## config.mk

```make
export PLATFORM = sky130hd
export DESIGN_NAME = twiddle_seq
export DESIGN_NICKNAME = d
export VERILOG_FILES = /design/src/rtl/twiddle_seq.sv
export SDC_FILE = /design/constraint.sdc
export NUM_CORES = 1
export LEC_CHECK = 0
export CAP_MARGIN = 20
export CORE_UTILIZATION = 47
export CTS_CLUSTER_DIAMETER = 150
export DETAILED_ROUTE_END_ITERATION = 8
export PLACE_DENSITY_LB_ADDON = 0.1
export SKIP_LAST_GASP = 1
export SYNTH_ARGS = -nofsm -noshare
export SYNTH_HDL_FRONTEND = slang
export SYNTH_SLANG_ARGS = --single-unit
```

## constraint.sdc

```tcl
create_clock -name clk -period 2 [get_ports clk]
set_input_delay 0.2 -clock clk [delete_from_list [all_inputs] [get_ports clk]]
set_output_delay 0.2 -clock clk [all_outputs]
set_load 0.005 [all_outputs]
```

## src/rtl/twiddle_seq.sv

```systemverilog
// -----------------------------------------------------------------------------
// twiddle_seq
//
// Streams the radix-2 decimation-in-time twiddle factors W_N^k needed by one
// FFT stage. Each accepted start emits exactly N/2 elements. The elements are
// ordered by butterfly index b = 0..N/2-1, and each element carries
// k = (b mod 2^s) * 2^(LOG2N-1-s).
//
// The cos/sin values are read from a quarter-wave sine table. The table is
// computed once at elaboration and never written at run time. The rest of the
// wave is rebuilt from that quarter using the usual symmetry rules.
//
// Ports
//    clk        sole clock, rising edge
//    rst        synchronous active-high reset
//    start      one-cycle request for one stage's sequence (sampled in IDLE)
//    stage      DIT stage number, sampled together with start
//    busy       high from the accepted start until done
//    out_valid  out_re/out_im/out_k/out_last hold a valid element
//    out_ready  consumer accepts the element when out_valid && out_ready
//    out_re     real part of W_N^k, twos-complement with FRAC fraction bits
//    out_im     imaginary part of W_N^k
//    out_k      twiddle exponent k, 0..N/2-1
//    out_last   marks the final element (b = N/2-1)
//    done       one-cycle pulse after the final handshake
//    err        one-cycle pulse when a start arrives with stage >= LOG2N
// -----------------------------------------------------------------------------
module twiddle_seq #(
   parameter int WIDTH = 16,
   parameter int LOG2N = 4,
   parameter int FRAC  = 8
) (
   input  logic             clk,
   input  logic             rst,
   input  logic             start,
   input  logic [3:0]       stage,
   output logic             busy,
   output logic             out_valid,
   input  logic             out_ready,
   output logic [WIDTH-1:0] out_re,
   output logic [WIDTH-1:0] out_im,
   output logic [LOG2N-2:0] out_k,
   output logic             out_last,
   output logic             done,
   output logic             err
);

   localparam int  KW      = LOG2N - 1;
   localparam int  HALF    = 1 << KW;
   localparam int  QUARTER = 1 << (LOG2N - 2);
   localparam real PI      = 3.14159265358979323846;

   typedef enum logic [1:0] {
      IDLE,
      RUN,
      DRAIN
   } state_t;

   state_t                  state;
   logic [3:0]              stageReg;
   logic [KW-1:0]           bCount;
   logic                    genDone;
   logic [KW-1:0]           kA;
   logic                    lastA;
   logic                    validA;
   logic                    advance;
   logic [KW-1:0]           kNext;
   logic [KW-1:0]           idxRe;
   logic [KW-1:0]           idxIm;
   logic signed [WIDTH-1:0] twRe;
   logic signed [WIDTH-1:0] twIm;
   logic signed [WIDTH-1:0] sinTab [0:QUARTER];

   // Table entry i is round(2^FRAC * sin(pi*i/(N/2))), rounded half away from
   // zero. Every angle lies in [0, pi/2], so a short Taylor series is far more
   // accurate than the LSB we round to. Using the series avoids any reliance
   // on tool support for real math system functions. All entries are
   // non-negative, so adding 0.5 and truncating gives the required rounding.
   function automatic int sinEntry(input int i);
      real x;
      real term;
      real sum;
      x    = PI * real'(i) / real'(HALF);
      term = x;
      sum  = x;
      for (int n = 1; n < 12; n++) begin
         term = -term * x * x / real'((2 * n) * (2 * n + 1));
         sum  = sum + term;
      end
      return $rtoi(sum * real'(1 << FRAC) + 0.5);
   endfunction

   // The quarter-wave table is made of constants only. Each entry is fixed at
   // elaboration, so synthesis folds the whole table into the lookup muxes.
   for (genvar g = 0; g <= QUARTER; g++) begin : gSinTab
      assign sinTab[g] = WIDTH'(sinEntry(g));
   end

   // Both pipeline registers move together whenever the output register is
   // empty or is being consumed. A stall freezes the whole chain, so no
   // element is dropped or duplicated, and there are no bubbles while
   // out_ready stays high.
   assign advance = !out_valid || out_ready;

   // Build the exponent for butterfly bCount. The mask keeps the low s bits
   // (b mod 2^s), and the shift scales by 2^(LOG2N-1-s). When s equals KW,
   // 1 << s minus one still truncates to an all-ones KW-bit mask, which is
   // the intended result.
   always_comb begin
      kNext = '0;
      kNext = (bCount & KW'((1 << stageReg) - 1)) << (KW - int'(stageReg));
   end

   // Rebuild W_N^k = cos - j*sin from the quarter-wave table.
   // For k up to N/4, cos comes from the mirrored index (Q - k).
   // Past N/4, cos is the negated sine of (k - Q), and sin is read from
   // (N/2 - k). The integer arithmetic keeps N/2 - k correct even though
   // N/2 itself does not fit in KW bits.
   always_comb begin
      idxRe = '0;
      idxIm = '0;
      twRe  = '0;
      twIm  = '0;
      if (int'(kA) <= QUARTER) begin
         idxRe = KW'(QUARTER - int'(kA));
         idxIm = kA;
         twRe  = sinTab[idxRe];
         twIm  = -sinTab[idxIm];
      end else begin
         idxRe = KW'(int'(kA) - QUARTER);
         idxIm = KW'(HALF - int'(kA));
         twRe  = -sinTab[idxRe];
         twIm  = -sinTab[idxIm];
      end
   end

   // Sequencer FSM with every output registered.
   //
   // IDLE: accepts a start. A start is ignored during the done cycle, so a
   // new request can only land one cycle later.
   //
   // RUN: a generator walks b from 0 to N/2-1 into pipeline register A
   // (k, last flag). The table lookup then loads the output register from
   // A. This two-register chain is what puts the first element on the output
   // two edges after the start.
   //
   // When the last element reaches the output register, the FSM moves to
   // DRAIN. There it only waits for the final handshake, then pulses done and
   // drops busy.
   //
   // An out-of-range stage is clamped to the final stage and flags err once.
   always_ff @(posedge clk) begin
      if (rst) begin
         state     <= IDLE;
         stageReg  <= '0;
         bCount    <= '0;
         genDone   <= 1'b0;
         kA        <= '0;
         lastA     <= 1'b0;
         validA    <= 1'b0;
         busy      <= 1'b0;
         out_valid <= 1'b0;
         out_re    <= '0;
         out_im    <= '0;
         out_k     <= '0;
         out_last  <= 1'b0;
         done      <= 1'b0;
         err       <= 1'b0;
      end else begin
         done <= 1'b0;
         err  <= 1'b0;
         case (state)
            IDLE: begin
               if (start && !done) begin
                  state   <= RUN;
                  busy    <= 1'b1;
                  bCount  <= '0;
                  genDone <= 1'b0;
                  validA  <= 1'b0;
                  if (int'(stage) >= LOG2N) begin
                     stageReg <= 4'(LOG2N - 1);
                     err      <= 1'b1;
                  end else begin
                     stageReg <= stage;
                  end
               end
            end
            RUN: begin
               if (advance) begin
                  out_valid <= validA;
                  if (validA) begin
                     out_re   <= twRe;
                     out_im   <= twIm;
                     out_k    <= kA;
                     out_last <= lastA;
                  end
                  if (validA && lastA) begin
                     state <= DRAIN;
                  end
                  if (genDone) begin
                     validA <= 1'b0;
                  end else begin
                     validA <= 1'b1;
                     kA     <= kNext;
                     lastA  <= &bCount;
                     if (&bCount) begin
                        genDone <= 1'b1;
                     end else begin
                        bCount <= bCount + 1'b1;
                     end
                  end
               end
            end
            DRAIN: begin
               if (out_valid && out_ready) begin
                  out_valid <= 1'b0;
                  busy      <= 1'b0;
                  done      <= 1'b1;
                  state     <= IDLE;
               end
            end
            default: begin
               state <= IDLE;
            end
         endcase
      end
   end

endmodule

```

==> impl_metrics.env <==
export IMPL_crit_buf_inv=1
export IMPL_p_leak_nw=1.32
export IMPL_synthTopCellsByCount="dfxtp_1, nand2_1, a21oi_1"
export IMPL_synth_fp_nets=331
export IMPL_drc=0
export IMPL_fin_nets=397
export IMPL_max_freq_mhz=511
export IMPL_min_period_over_period_pct=97.9
export IMPL_hpwlAfterDp_um=4230
export IMPL_grt_max_degree=26
export IMPL_syn_area_per_cell_um2=8.54
export IMPL_yosys_area_share_simple_pct=21.5
export IMPL_cpMaxStageDelayCell="dfxtp_4"
export IMPL_ir_worst_vdd_v=0.000329
export IMPL_clock_sinks=55
export IMPL_io_pins=48
export IMPL_synth_compound_area_share_pct=18.4
export IMPL_yosys_top_cells_area="dfxtp_1, ha_1, a21oi_1"
export IMPL_cts_hold_buf=0
export IMPL_worstPathCellList="buf_4 > or2b_1 > ha_4 > nand2b_4 > or3b_1 > a211o_1 > a311oi_1"
export IMPL_fin_skew_ns=0.0162
export IMPL_cap_violations=0
export IMPL_cpPeakStageDelay_ns=0.38
export IMPL_synth_area_mux_share_pct=3.50
export IMPL_clk_pin_slew_ns=0.10
export IMPL_start_util_pct=49.9
export IMPL_clockBufferDepth=2
export IMPL_nFillCells=454
export IMPL_start_kind="flop"
export IMPL_drt_initial_drc_count=141
export IMPL_die_x_um=76.6
export IMPL_cts_tree="built"
export IMPL_worst_slew_pin_slew_ns=0.414
export IMPL_route_vias_total=2357
export IMPL_yosysUniqueCellTypes=45
export IMPL_fin_ws_ns=0.0417
export IMPL_grt_pass1_wl_um=9960
export IMPL_synth_most_common_cell="dfxtp_1"
export IMPL_yosys_area_share_xor_xnor_pct=1.01
export IMPL_synth_top_cell_by_area="dfxtp_1"
export IMPL_grt_pass1_vias=2166
export IMPL_route_detailed_wl_per_inst_um=13.3
export IMPL_rows=26
export IMPL_ys_seq_area_share_pct=42.1
export IMPL_core_area_um2=5240
export IMPL_synth_fa_ha_area_share_pct=8.14
export IMPL_ys_warn_count=0
export IMPL_gp_congestion=0.890
export IMPL_numCtsBuffers=5
export IMPL_antenna_cells=0
export IMPL_yosysTopAreaCellShare_pct=42.1
export IMPL_crit_type="reg -> reg"
export IMPL_synth_seq_cells=55
export IMPL_async_flop_share_pct=0
export IMPL_wl_um=5910
export IMPL_cts_root_buf="clkbuf_8"
export IMPL_ys_flop_type="dfxtp_1"
export IMPL_syn_area_um2=2610
export IMPL_cp_required_ns=2.23
export IMPL_path_max_fanout=6
export IMPL_die_y_um=76.6
export IMPL_min_period_ns=1.96
export IMPL_setup_violations_final=0
export IMPL_slew_headroom_pct=71.7
export IMPL_dp_slack_ns=-0.0760
export IMPL_fp_dieArea_um2=5860
export IMPL_routed_via_density=5.32
export IMPL_area_delta_synth_final_pct=34.9
export IMPL_grt_antenna_before_repair=0
export IMPL_ant_nets=0
export IMPL_p_total_w=0.00208
export IMPL_grt_ovfl_total=0
export IMPL_rsz0062_at_grt="true"
export IMPL_dr_pass1_iters=4
export IMPL_final_hold_viol_count=0
export IMPL_grtUsageTotal_pct=20.9
export IMPL_h_tree_depth=2
export IMPL_clkLatencyLatePin_ns=0.31
export IMPL_final_max_slew_viol_count=0
export IMPL_worstSetupEndpointType="flop"
export IMPL_p_per_area_nw_per_um2=590
export IMPL_status="finished, final reports clean"
export IMPL_synthCells=306
export IMPL_cpLargestDelayFamily="simple AND/OR/NAND/NOR gates"
export IMPL_synth_edf_count=0
export IMPL_io_buffers=47
export IMPL_hold_class="in -> reg"
export IMPL_synth_top_family_by_area="simple AND/OR/NAND/NOR gates"
export IMPL_drive_gt1_share_pct=16.6
export IMPL_arrival_ns=2.19
==> cells in the final DEF (no fill, tap or decap), types with 6 or more instances in the layout <==
cell and n:
a211oi_1 10, a21oi_1 31, buf_4 29, clkdlybuf4s50_1 46, dfxtp_1 53, ha_1 12
inv_1 7, mux2i_1 8, nand2_1 40, nand3_1 9, nor2_1 29, nor3_1 11
o21ai_0 6
==> kinds of logic (layout without fill, tap and decap cells) <==
kind of cell | Yosys count | in the layout
flops | 55 | 55
xor+xnor | 3 | 3
buf+inv | 32 | 99
fa+ha+maj | 17 | 17
compound gates | 71 | 71
mux | 9 | 9
simple gates | 119 | 119
==> final timing paths <==
path | from | to | slack, ns | depth (start not counted)
worst max register to register | kA[1]$_SDFFE_PP0P_ | out_im[7]$_SDFFE_PP0P_ | 0.04 | 7
worst min register to register | out_re[10]$_SDFFE_PP0P_ | out_re[10]$_SDFFE_PP0P_ | 0.46 | 2
worst max-delay path | kA[1]$_SDFFE_PP0P_ | out_im[7]$_SDFFE_PP0P_ | 0.04 | 7
worst min-delay path | rst | busy$_SDFFE_PP0P_ | 0.22 | 2
==> final cells by class <==
cell class                      instances  area (µm²)  area share (%)
Tap cell                               70        87.6            2.48
Sequential cell                        55        1110            31.5
Timing Repair Buffer                   81         748            21.2
Clock inverter                          2        38.8            1.10
Clock buffer                            6        72.6            2.06
Multi-Input combinational cell        219        1430            40.5
Inverter                               10        40.0            1.14
==> report_power, final <==
part           leakage, nW  switching [W]  internal, W
Combinational        0.813      0.0000967    0.0000984
Clock               0.0558       0.000364     0.000379
Sequential           0.447      0.0000228      0.00112
==> flip-flops by register name (all words and copies together) (netlist names) <==
register,count
out_valid,1
out_re,16
state,2
busy,1
out_im,16
done,1
bCount,3
kA,3
out_last,1
genDone,1
lastA,1
validA,1
err,1
out_k,3
stageReg,4
==> per-stage QoR <==
step	utilization, %	hold slack, ns	setup TNS, ns	instance area (µm²)	std cells
3_5_place_dp	62.5	0.447	-0.498	3270	427
3_3_place_gp	62.5	0.443	0	3270	427
2_1_floorplan	-	0.338	-0.0431	2620	306
6_report	67.3	0.220	0	3520	443
4_1_cts	65.3	0.221	0	3420	437
5_1_grt	67.3	0.225	-0.106	3520	443
==> per-layer routing <==
layer  global-route usage (%)  share of wire [%]  vias to the layer above
met4                     5.19               0.86                        0
li1                         -                  -                     1199
met3                     4.31                3.1                        6
met5                        0                  0                        -
met1                     26.5                 46                     1103
met2                     36.2                 50                       49
==> repair_timing <==
action / in CTS / in global routing
endpoints found under the hold margin: 0 / 0
setup buffers: 2 / 6
setup endpoints to repair: 8 / 12
resized for setup: 7 / 15
pin swaps: 2 / 6
No activity file was read; power rests on OpenSTA's default activity.
